File: config.mk
export PLATFORM = sky130hd
export DESIGN_NAME = pdm_speaker
export DESIGN_NICKNAME = d
export VERILOG_FILES = /design/src/rtl/pdm_speaker_pkg.sv /design/src/rtl/pdm_speaker_fifo.sv /design/src/rtl/pdm_speaker.sv
export SDC_FILE = /design/constraint.sdc
export NUM_CORES = 1
export LEC_CHECK = 0
export CORE_UTILIZATION = 53
export DETAILED_ROUTE_END_ITERATION = 10
export MAX_ROUTING_LAYER = met4
export PLACE_DENSITY = 0.8
export SLEW_MARGIN = 10
export SYNTH_ARGS = -nofsm -noshare
export SYNTH_HDL_FRONTEND = slang
export SYNTH_HIERARCHICAL = 1
export SYNTH_SLANG_ARGS = --single-unit
File: constraint.sdc
create_clock -name clk -period 4.8 [get_ports clk]
set_input_delay 0.96 -clock clk [delete_from_list [all_inputs] [get_ports clk]]
set_output_delay 0.96 -clock clk [all_outputs]
set_load 0.1 [all_outputs]
File: src/rtl/pdm_speaker_pkg.sv
// -----------------------------------------------------------------------------
// pkg_pdm_speaker
// Shared definitions for the PDM speaker peripheral:
//   - Wishbone controller/peripheral bundle types (iWishbone_Ctrl, iWishbone_Peri)
//   - register address map, STATUS/CTRL bit positions
//   - midscale helper (2^(W-1), the "silence" code of an offset-binary sample)
// -----------------------------------------------------------------------------
package pkg_pdm_speaker;

    localparam int WB_DW = 32;
    localparam int WB_AW = 32;

    // Controller -> peripheral
    typedef struct packed {
        logic             stb;
        logic             we;
        logic [WB_AW-1:0] adr;
        logic [WB_DW-1:0] dat;
    } iWishbone_Ctrl;

    // Peripheral -> controller
    typedef struct packed {
        logic             ack;
        logic [WB_DW-1:0] dat;
    } iWishbone_Peri;

    typedef enum logic [1:0] {
        REG_DATA   = 2'd0,
        REG_STATUS = 2'd1,
        REG_CTRL   = 2'd2,
        REG_NONE   = 2'd3
    } reg_addr_e;

    localparam int STAT_EMPTY    = 0;
    localparam int STAT_FULL     = 1;
    localparam int STAT_UNDERRUN = 2;
    localparam int STAT_OVERFLOW = 3;
    localparam int STAT_LEVEL    = 8;

    localparam int CTRL_ENABLE   = 0;
    localparam int CTRL_IRQ_EN   = 1;

    // Midscale code for a sample of the given width.
    function automatic logic [WB_DW-1:0] midscale(input int bits);
        return WB_DW'(1) << (bits - 1);
    endfunction

endpackage

File: src/rtl/pdm_speaker_fifo.sv
// -----------------------------------------------------------------------------
// pdm_fifo
// Synchronous first-word-fall-through sample FIFO. The head entry is always
// visible on pop_data while not empty. A push into a full FIFO is accepted
// only when a pop happens in the same cycle.
// Ports:
//   clk, rst_n          clock, synchronous active-low reset
//   push, push_data     write request and data
//   pop                 consume the head entry (ignored when empty)
//   pop_data            head entry
//   full, empty, level  occupancy status
// -----------------------------------------------------------------------------
module pdm_fifo #(
    parameter int W     = 16,
    parameter int DEPTH = 16
) (
    input  logic                     clk,
    input  logic                     rst_n,
    input  logic                     push,
    input  logic [W-1:0]             push_data,
    input  logic                     pop,
    output logic [W-1:0]             pop_data,
    output logic                     full,
    output logic                     empty,
    output logic [$clog2(DEPTH):0]   level
);

    localparam int AW = $clog2(DEPTH);
    localparam int LW = AW + 1;

    logic [W-1:0]  mem [DEPTH];
    logic [AW-1:0] wr_ptr_reg;
    logic [AW-1:0] rd_ptr_reg;
    logic [LW-1:0] level_reg;
    logic          do_push;
    logic          do_pop;

    assign empty   = (level_reg == '0);
    assign full    = (level_reg == LW'(DEPTH));
    assign level   = level_reg;
    assign do_pop  = pop && !empty;
    assign do_push = push && (!full || do_pop);

    always_ff @(posedge clk) begin
        if (!rst_n) begin
            wr_ptr_reg <= '0;
            rd_ptr_reg <= '0;
            level_reg  <= '0;
        end else begin
            if (do_push) begin
                wr_ptr_reg <= wr_ptr_reg + 1'b1;
            end
            if (do_pop) begin
                rd_ptr_reg <= rd_ptr_reg + 1'b1;
            end
            case ({do_push, do_pop})
                2'b10:   level_reg <= level_reg + 1'b1;
                2'b01:   level_reg <= level_reg - 1'b1;
                default: level_reg <= level_reg;
            endcase
        end
    end

    // Storage carries no reset; validity is tracked by the pointers.
    always_ff @(posedge clk) begin
        if (do_push) begin
            mem[wr_ptr_reg] <= push_data;
        end
    end

    // Fall-through head: small depth, read straight from the array.
    assign pop_data = mem[rd_ptr_reg];

endmodule

File: src/rtl/pdm_speaker.sv
// -----------------------------------------------------------------------------
// pdm_speaker
// Wishbone-attached PCM-to-PDM converter for a class-D speaker amplifier.
// PCM samples written to DATA are queued in a FIFO and fed, one per pOsr PDM
// bits, to a first-order sigma-delta modulator clocked by a divided bit clock.
// Ports:
//   clk       system / Wishbone clock
//   rst_n     synchronous active-low reset
//   wb_p      Wishbone peripheral side (ack = stb, zero-wait; read data)
//   wb_c      Wishbone controller side (stb, we, adr, dat)
//   pdm_clk   PDM bit clock to the amplifier
//   pdm_data  PDM bitstream (updates on the pdm_clk falling toggle)
//   irq       level interrupt: enable & irq_en & FIFO at or below half full
// Register map (adr[1:0]): 0 DATA (wr), 1 STATUS (rd, W1C bits 2/3),
//   2 CTRL (bit0 enable, bit1 irq_en), 3 reserved (reads 0).
// Build option: define PDM_SPEAKER_SIGNED_EN for two's-complement samples
//   (MSB inverted on entry to the modulator); otherwise offset-binary.
// -----------------------------------------------------------------------------
module pdm_speaker
    import pkg_pdm_speaker::*;
#(
    parameter int pWbHz      = 0,
    parameter int pPdmHz     = 3000000,
    parameter int pAudioBits = 16,
    parameter int pOsr       = 64,
    parameter int pFifoDepth = 16
) (
    input  logic          clk,
    input  logic          rst_n,
    output iWishbone_Peri wb_p,
    input  iWishbone_Ctrl wb_c,
    output logic          pdm_clk,
    output logic          pdm_data,
    output logic          irq
);

    localparam int W       = pAudioBits;
    localparam int DIV_RAW = pWbHz / pPdmHz / 2;
    // A misconfigured ratio below 1 degrades to toggling every clock.
    localparam int DIV_T   = (DIV_RAW < 1) ? 1 : DIV_RAW;
    localparam int DW      = (DIV_T > 1) ? $clog2(DIV_T) : 1;
    localparam int BW      = (pOsr > 1) ? $clog2(pOsr) : 1;
    localparam int LW      = $clog2(pFifoDepth) + 1;

    localparam logic [W-1:0]  MID      = W'(midscale(W));
    localparam logic [DW-1:0] DIV_LAST = DW'(DIV_T - 1);
    localparam logic [BW-1:0] BIT_LAST = BW'(pOsr - 1);

`ifdef PDM_SPEAKER_SIGNED_EN
    // Two's complement -> offset binary: flipping the MSB maps 0 to midscale.
    localparam logic [W-1:0] SAMPLE_XOR = MID;
`else
    localparam logic [W-1:0] SAMPLE_XOR = '0;
`endif

    // ---------------------------------------------------------------- state
    logic          enable_reg;
    logic          irq_en_reg;
    logic          underrun_reg;
    logic          overflow_reg;
    logic [DW-1:0] div_reg;
    logic          pdm_clk_reg;
    logic          pdm_data_reg;
    logic [BW-1:0] bit_cnt_reg;
    logic [W-1:0]  acc_reg;
    logic [W-1:0]  sample_reg;

    // ---------------------------------------------------------------- bus
    logic [1:0]       sel;
    logic             bus_wr;
    logic             data_wr;
    logic             status_wr;
    logic             ctrl_wr;
    logic [WB_DW-1:0] rd_dat;
    logic             unused_bits;

    // ---------------------------------------------------------------- fifo
    logic          fifo_pop;
    logic [W-1:0]  fifo_dout;
    logic          fifo_full;
    logic          fifo_empty;
    logic [LW-1:0] fifo_level;

    // ---------------------------------------------------------------- datapath
    logic          strobe;
    logic          wrap;
    logic          overflow_set;
    logic [W-1:0]  sample_conv;

    assign sel       = wb_c.adr[1:0];
    assign bus_wr    = wb_c.stb && wb_c.we;
    assign data_wr   = bus_wr && (sel == REG_DATA);
    assign status_wr = bus_wr && (sel == REG_STATUS);
    assign ctrl_wr   = bus_wr && (sel == REG_CTRL);

    // Only the low address bits and the low data bits are decoded.
    assign unused_bits = ^{wb_c.adr, wb_c.dat};

    // Strobe marks the 1->0 toggle of the bit clock; wrap is the last bit of
    // a sample period, where the next sample is fetched.
    assign strobe       = enable_reg && (div_reg == DIV_LAST) && pdm_clk_reg;
    assign wrap         = strobe && (bit_cnt_reg == BIT_LAST);
    assign fifo_pop     = wrap && !fifo_empty;
    assign overflow_set = data_wr && fifo_full && !fifo_pop;
    assign sample_conv  = fifo_dout ^ SAMPLE_XOR;

    pdm_fifo #(
        .W     (W),
        .DEPTH (pFifoDepth)
    ) u_fifo (
        .clk       (clk),
        .rst_n     (rst_n),
        .push      (data_wr),
        .push_data (wb_c.dat[W-1:0]),
        .pop       (fifo_pop),
        .pop_data  (fifo_dout),
        .full      (fifo_full),
        .empty     (fifo_empty),
        .level     (fifo_level)
    );

    // Control and sticky status. A flag event in the same cycle as its
    // W1C clear wins, so no event is ever lost.
    always_ff @(posedge clk) begin
        if (!rst_n) begin
            enable_reg   <= 1'b0;
            irq_en_reg   <= 1'b0;
            underrun_reg <= 1'b0;
            overflow_reg <= 1'b0;
        end else begin
            if (ctrl_wr) begin
                enable_reg <= wb_c.dat[CTRL_ENABLE];
                irq_en_reg <= wb_c.dat[CTRL_IRQ_EN];
            end
            underrun_reg <= (underrun_reg & ~(status_wr & wb_c.dat[STAT_UNDERRUN]))
                          | (wrap & fifo_empty);
            overflow_reg <= (overflow_reg & ~(status_wr & wb_c.dat[STAT_OVERFLOW]))
                          | overflow_set;
        end
    end

    // Divider, bit counter and first-order modulator. While disabled every
    // counter is parked at 0 so re-enabling restarts from a known phase.
    always_ff @(posedge clk) begin
        if (!rst_n) begin
            div_reg      <= '0;
            pdm_clk_reg  <= 1'b0;
            pdm_data_reg <= 1'b0;
            bit_cnt_reg  <= '0;
            acc_reg      <= '0;
            sample_reg   <= MID;
        end else if (!enable_reg) begin
            div_reg      <= '0;
            pdm_clk_reg  <= 1'b0;
            pdm_data_reg <= 1'b0;
            bit_cnt_reg  <= '0;
            acc_reg      <= '0;
        end else begin
            if (div_reg == DIV_LAST) begin
                div_reg     <= '0;
                pdm_clk_reg <= ~pdm_clk_reg;
            end else begin
                div_reg <= div_reg + 1'b1;
            end
            if (strobe) begin
                // Carry out of the accumulator is the output bit.
                {pdm_data_reg, acc_reg} <= {1'b0, acc_reg} + {1'b0, sample_reg};
                if (wrap) begin
                    bit_cnt_reg <= '0;
                    sample_reg  <= fifo_empty ? MID : sample_conv;
                end else begin
                    bit_cnt_reg <= bit_cnt_reg + 1'b1;
                end
            end
        end
    end

    // Register read mux.
    always_comb begin
        rd_dat = '0;
        case (reg_addr_e'(sel))
            REG_STATUS: begin
                rd_dat[STAT_EMPTY]        = fifo_empty;
                rd_dat[STAT_FULL]         = fifo_full;
                rd_dat[STAT_UNDERRUN]     = underrun_reg;
                rd_dat[STAT_OVERFLOW]     = overflow_reg;
                rd_dat[STAT_LEVEL +: LW]  = fifo_level;
            end
            REG_CTRL: begin
                rd_dat[CTRL_ENABLE] = enable_reg;
                rd_dat[CTRL_IRQ_EN] = irq_en_reg;
            end
            default: rd_dat = '0;
        endcase
    end

    assign wb_p.ack = wb_c.stb;
    assign wb_p.dat = rd_dat;

    assign pdm_clk  = pdm_clk_reg;
    assign pdm_data = pdm_data_reg;
    assign irq      = enable_reg && irq_en_reg && (fifo_level <= LW'(pFifoDepth / 2));

endmodule

# Word-level counts from Yosys, hierarchy flattened

Memory sizes are Yosys's and may differ from the RTL's. A register that Yosys moved wholly into a read port is not among the register bits.
Index checks and enable logic that the tools add are counted.

Reduce and logical (&&, ||, !) cells: 24
Bitwise logic cells: 11
Mux-type cells: 10
Order comparisons: 1
Equal/unequal tests: 6
$add $sub $neg: 7

Operator list:

| operator            | count |
|---|---|
| $add 16x16->17      | 1 |
| $mux 16             | 1 |
| $logic_and 1x1->1   | 14 |
| $pmux 5 s2          | 1 |
| $add 4x1->4 const B | 2 |
| $mux 4              | 2 |
| $add 6x1->6 const B | 1 |
| $eq 6x6->1 const B  | 1 |
| $mux 6              | 1 |
| $reduce_and 3->1    | 2 |
| $add 5x1->5 const B | 1 |
| $and 1x1->1         | 5 |
| $eq 5x5->1 const B  | 1 |
| $le 5x4->1 const B  | 1 |
| $logic_not 5->1     | 1 |
| $mux 5              | 1 |
| $sub 5x1->5 const B | 1 |
| $eq 2x1->1 const B  | 2 |
| $eq 2x2->1 const B  | 2 |
| $not 1->1           | 4 |
| $pmux 2 s2          | 1 |
| $logic_not 1->1     | 3 |
| $logic_not 2->1     | 1 |
| $mux 1              | 2 |
| other kinds (6)     | 7 |

Word-level logic and storage cells: 73
Bits in registers: 58
Memories: 1
Bits of input ports: 68
Output and inout bits: 36
RAM bits: 256

Memory list:

| memory     | depth | width | read ports | clocked after memory_dff | wr ports | RTL line               | source |
|---|---|---|---|---|---|---|---|
| u_fifo.mem | 16    | 16    | 1          | 1                        | 1        | pdm_speaker_fifo.sv:31 | `logic [W-1:0] mem [DEPTH];` |

# Depth between registers and ports, before layout

Gate-level depths: netlist (run 1).

Depth after elaboration: 10
Mapped depth: 14
Gate-level depth less buffers: 12

# By module

The synthesis (run 1) kept the hierarchy.

By module, submodules not included:

| module      | seq. area each (µm²) | area each (µm²) | cells an instance | instances |
|---|---|---|---|---|
| pdm_fifo    | 8027.7               | 10652.7         | 518               | 1 |
| pdm_speaker | 900.9                | 2929.1          | 364               | 1 |

# Least setup slack after synthesis (run 1)

Ideal clock, no wire load.

Path kind: input port to output port
From: input port wb_c[33] (netlist bit)
To: output port wb_p[0] (netlist bit)
Arrival time: 2815 ps
Stages on the path: 5
Slack: 1025 ps
Buffers on the path: 1
Data required time: 3840 ps
Path through: inv_1 > ha_1 > clkbuf_1 > a22oi_1 > nor2b_1

RTL lines:

| item        | RTL line          | source |
|---|---|---|
| from (decl) | pdm_speaker.sv:31 | `input iWishbone_Ctrl wb_c,` |
| to (decl)   | pdm_speaker.sv:30 | `output iWishbone_Peri wb_p,` |

# Final worst setup path (run 1)

From: register pdm_clk_reg, in the netlist pdm_clk
To: memory u_fifo.mem[5][10] (enable)

Word-level cells in the longest chain between the ends: 8

RTL lines:

| item                         | RTL line               | source |
|---|---|---|
| from (decl)                  | pdm_speaker.sv:62      | `logic pdm_clk_reg;` |
| from (signal assigned)       | pdm_speaker.sv:161     | `pdm_clk_reg <= ~pdm_clk_reg;` |
| $logic_and 1x1->1            | pdm_speaker.sv:101     | `assign strobe = enable_reg && (div_reg == DIV_LAST) && pdm_clk_reg;` |
| $logic_and 1x1->1            | pdm_speaker.sv:102     | `assign wrap = strobe && (bit_cnt_reg == BIT_LAST);` |
| $logic_and 1x1->1            | pdm_speaker.sv:103     | `assign fifo_pop = wrap && !fifo_empty;` |
| named net fifo_pop           | pdm_speaker.sv:78      | `logic fifo_pop;` |
| $logic_and 1x1->1            | pdm_speaker_fifo.sv:41 | `assign do_pop = pop && !empty;` |
| $logic_or 1x1->1             | pdm_speaker_fifo.sv:42 | `assign do_push = push && (!full \|\| do_pop);` |
| $logic_and 1x1->1            | pdm_speaker_fifo.sv:42 |  |
| $mux 1                       | pdm_speaker_fifo.sv:66 | `if (do_push) begin` |
| $mux 1 (not written as such) | pdm_speaker_fifo.sv:67 | `mem[wr_ptr_reg] <= push_data;` |
| to (decl)                    | pdm_speaker_fifo.sv:31 |  |

The timed path passes the listed nets, and every way through them passes these cells.

==> results.toml, run 1 <==
[grt]
grt_pass1_vias = 7551
grt_max_degree = 49
grtUsageTotal_pct = 22.9
antenna_found_initial = 1
overflow = 0
grt_pass1_wl_um = 43600

[final_layout]
drive_gt1_share_pct = 16.9
fin_cells = 1282
largest_reg_flops = 256
fin_util_pct = 60.7
stdcell_area_sq_mm = 0.0153
syn_to_final_growth_pct = 12.5
fin_nets = 1024

[clocking]
path_clk_slew_ps = 60
clock_sinks = 318
cts_tree = "done"
htree_levels = 1
worstSkewPairLatency_ps = 570
clock_path_buffers = 3
cts_hold_buf = 0
postCtsSetupBuffers = 0
cts_root_buffer = "clkbuf_16"
cts_made_buffers = 31
cts-resized-gates = 0

[timing]
period_needed_ps = 3910
hold_viol = 0
layout_setup_ws_ps = 889
holdWs_ps = 454
tightest_slew_ps = 984
period_share_pct = 81.5
slew_viol_final = 0
fmax_mhz = 256
relSlewSlack_pct = 34.4
fin_skew_ps = 18.2
rsz0062_at_grt = "false"
setup_viol = 0
totalNegativeSetupSlack_ps = 0

[synthesis]
netlist_area_sq_mm = 0.0136
synth_cell_types = 62
async_reset_ff_share_pct = 0
synthTopCellsByCount = "256 x edfxtp_1, 69 x nand2_1, 64 x mux4_2"
synth_top_cell_by_area = "edfxtp_1"
synth_edf_count = 256
yosys_warnings = 6
synth_top_area_share_pct = 56.6
ys.flop_type = "edfxtp_1"
ys_seq_area_share_pct = 65.7
synthMostInstantiatedCell = "edfxtp_1"
postSynthAreaPerCell_sq_um = 15.4
synthTopCellsByArea = "edfxtp_1 57%, mux4_2 11%, dfxtp_1 9.1%, ha_1 2.6%, a22oi_1 1.9%"
synth_cells = 882
ys_ff_latch = 318

[drt]
drtIter0Drc = 628
drt-vias-per-instance = 6.05
drt-total-wl_um = 28300
dr_total_vias = 7753
drc = 0
antenna_left = 0
post_drt_wl_per_cell_um = 22.1
dr.pass1.iters = 6

[die]
die_w_um = 162
design.core.area_sq_mm = 0.0252
pin_count = 104
rows = 58
die_area_sq_mm = 0.0263
start_util_pct = 53.9
die_h_um = 162

[placement]
io_buffers = 34
dp_hpwl_um = 17000
dp_cells = 1223
pre_cts_ws_ps = 950
gp_congestion = 0.859
place_area_sq_mm = 0.0142

[setup_path]
crit_path_end_kind = "register"
cp.required_ps = 5060
arrival_ps = 4170
slowest_delay_ps = 620
crit_buf_inv = 2
worstPathCellList = "and3b_1 > and3_4 > nand4_2 > buf_4 > nor2_1 > nand2b_1 > o21ai_4 > nor2_1 > and3_1 > buf_4"
crit_family = "simple AND/OR/NAND/NOR gates"
path_class = "register to register"
worstPathMaxFanout = 18
critPathSlowestCell = "and3_1"
startpoint_type = "register"

[pwr]
p_leak_nw = 5.15
ir_worst_vdd_mv = 0.377
p_total_mw = 5.74
power.density_mw_per_mm2 = 376

[hold_path]
min_path_type = "register to register"

[outcome]
status = "completed"

[job]
drv_cap = 0
## final cells by class
| type | instances | area, sq um |
|---|---|---|
| inverters | 13 | 48.8 |
| diodes | 1 | 2.50 |
| clock inverters | 21 | 274 |
| flip-flops and latches | 318 | 8930 |
| clock buffers | 37 | 798 |
| repair buffers | 59 | 503 |
| multi-input cells | 503 | 4310 |
| well taps | 330 | 413 |
| fillers | 1794 | 9900 |
## cells in the final DEF, fill, tap and decap left out, types with 27 or more instances in the layout
cell         n
edfxtp_1   256
nand2_1     69
mux4_2      64
dfxtp_1     60
a22oi_1     35
buf_4       35
clkbuf_16   31
nor2_1      29
ha_1        28
and2_1      27
## cells by family after synthesis
group	Yosys count	share of synthesized area [%]
simple gates	226	8.75
flops	318	65.7
fa+ha+maj	30	2.87
mux	76	11.5
other cells	1	0.0276
buf+inv	84	3.20
compound gates	135	7.14
xor+xnor	12	0.774
## where the power goes
part / internal [mW] / switching, mW
Combinational: 0.0447 / 0.161
Clock: 1.52 / 1.03
Sequential: 2.98 / 0.00867
## worst paths after layout
path                               startpoint           endpoint  slack, ps  cells after the start
worst max-delay path                  pdm_clk  u_fifo/mem[5][10]        890                     10
worst min-delay path            sample_reg[9]      sample_reg[9]        450                      2
worst max register to register        pdm_clk  u_fifo/mem[5][10]        890                     10
worst min register to register  sample_reg[9]      sample_reg[9]        450                      2
## worst min-delay path, cell delays in order, from the launching register on
cell and delay (ps):
dfxtp_1 310, nand2_1 50, a21boi_1 50
## layer usage
layer | global-route usage (%) | wire, um | vias up
met5 | - | 0 | -
li1 | - | - | 3473
met4 | 7.12 | 713 | 0
met1 | 30.1 | 11600 | 3924
met3 | 3.35 | 1810 | 56
met2 | 37.0 | 14200 | 300
Power figures use the tool's default switching activity.
==> run 2, diff against run 1 <==
==> constraint.sdc (replaced) <==
create_clock -name clk -period 3.7 [get_ports clk]
set_input_delay 0.74 -clock clk [delete_from_list [all_inputs] [get_ports clk]]
set_output_delay 0.74 -clock clk [all_outputs]
set_load 0.1 [all_outputs]
==> run 2 against run 1 <==
Core utilization grew 0.38 points; critical path depth down 3; flip-flop and latch count stayed put; sequential power up 30%; cell area rose by 0.62%; via count increased by 0.23%; total power rose by 25%; clock-buffer cell count up 3; global-route usage shrank 0.096 points; clock skew is 9.0 ps lower; hold slack got worse by 0.88 ps; largest cell class unchanged; highest routed layer unchanged.
==> results.toml, run 2 (synthesis gave the netlist of run 1 again) <==
[hold_path]
min_path_type = "register to register"

[die]
design.core.area_sq_mm = 0.0252
start_util_pct = 53.9
die_w_um = 162
rows = 58
die_h_um = 162
pin_count = 104
die_area_sq_mm = 0.0263

[drt]
dr_total_vias = 7771
drt-total-wl_um = 28400
post_drt_wl_per_cell_um = 22.0
dr.pass1.iters = 5
drtIter0Drc = 662
drc = 0
antenna_left = 0
drt-vias-per-instance = 6.03

[final_layout]
final_cell_mix = "256 x edfxtp_1, 69 x nand2_1, 64 x mux4_2"
drive_gt1_share_pct = 17.8
syn_to_final_growth_pct = 13.2
stdcell_area_sq_mm = 0.0154
fill_cells = 1802
fin_nets = 1031
fin_util_pct = 61.1
multi_input_area_sq_mm = 0.00431
regArea_sq_mm = 0.00893
final_common_cell = "edfxtp_1"
largest_reg_flops = 256
fin_cells = 1289

[setup_path]
cp.required_ps = 2960
arrival_ps = 2630
worstPathMaxFanout = 19
crit_path_end_kind = "output port"
crit_buf_inv = 3
crit_family = "simple AND/OR/NAND/NOR gates"
worstPathCellList = "or4_1 > buf_4 > nor2_1 > buf_4 > a22oi_1 > nor2b_1 > buf_12"
slowest_delay_ps = 530
cpMostUsedCell = "buf_4"
startpoint_type = "register"
critPathSlowestCell = "or4_1"
path_class = "register to output port"

[placement]
io_buffers = 34
dp_cells = 1230
gp_congestion = 0.876
dp_hpwl_um = 16700
pre_cts_ws_ps = 385
place_area_sq_mm = 0.0144

[pwr]
p_seq_share_pct = 54.0
p_leak_nw = 5.20
p_clk_share_pct = 42.1
power_frac_comb_pct = 3.8
p_int_mw = 5.65
p_total_mw = 7.17
p_switching_mw = 1.52
power.density_mw_per_mm2 = 467
p_sw_share_pct = 21.2
ir_worst_vdd_mv = 0.422

[clocking]
clock_sinks = 318
htree_levels = 1
clock_path_buffers = 3
worstSkewPairLatency_ps = 570
cts_root_buffer = "clkbuf_16"
cts_hold_buf = 0
path_clk_slew_ps = 60
postCtsSetupBuffers = 0
cts-resized-gates = 0
cts_tree = "done"
cts_made_buffers = 31

[timing]
fin_skew_ps = 9.21
slew_viol_final = 0
period_needed_ps = 3370
holdWs_ps = 453
hold_viol = 0
fmax_mhz = 297
period_share_pct = 91.0
relSlewSlack_pct = 30.5
totalNegativeSetupSlack_ps = 0
tightest_slew_ps = 1040
setup_viol = 0
layout_setup_ws_ps = 333
rsz0062_at_grt = "false"

[grt]
grt_pass1_wl_um = 43700
grt_max_degree = 56
grtUsageTotal_pct = 22.8
grt_pass1_vias = 7751
antenna_found_initial = 1
overflow = 0

[outcome]
status = "completed"

[job]
drv_cap = 0
[run 2: cell types whose count changed in the layout (fill, tap and decap cells not counted), sizes merged]
| cell | before | now |
|---|---|---|
| clkbuf | 37 | 40 |
| bufinv | 6 | 2 |
| clkinv | 10 | 14 |
| clkdlybuf4s50 | 24 | 23 |
| buf | 35 | 43 |
| clkinvlp | 2 | 0 |
| inv | 16 | 15 |
[run 2: final timing paths]
kind	from	end	slack (ps)	cells after the start
worst min-delay path	sample_reg[4]	sample_reg[4]	450	2
worst max register to register	pdm_clk	u_fifo/level[4]	590	13
worst max-delay path	u_fifo/level[1]	wb_p[0]	330	7
worst min register to register	sample_reg[4]	sample_reg[4]	450	2
[run 2: metal layers]
layer	GRT usage (%)	share of wire, %	up-vias
met5	-	0	-
met4	7.25	2.9	0
met3	4.16	7.8	60
met2	37.3	50	320
met1	29.0	39	3898
li1	-	-	3493
[run 2: layout make-up]
cell class	count	share of cell area, %
repair buffers	66	4.49
clock inverters	18	1.00
multi-input cells	503	28.0
inverters	13	0.317
diodes	1	0.0163
clock buffers	40	5.37
flip-flops and latches	318	58.1
well taps	330	2.69
[run 2: power by group through the flow]
stage	Sequential (mW)	Combinational, mW	Clock, mW
2_1_floorplan	3.95	0.208	0
3_3_place_gp	3.95	0.267	0
3_5_place_dp	3.95	0.273	0
4_1_cts	3.88	0.273	3.06
5_1_grt	3.88	0.290	3.19
6_report	3.88	0.274	3.02
[run 2: worst reg2reg max path, delay by kind of cell (launching register included)]
| kind | cells | cell delay, ps |
|---|---|---|
| AOI/OAI and AO/OA | 3 | 650 |
| adders and majority gates | 1 | 400 |
| buffers and inverters | 2 | 360 |
| and+or+nand+nor | 7 | 1150 |
| DFF | 1 | 410 |
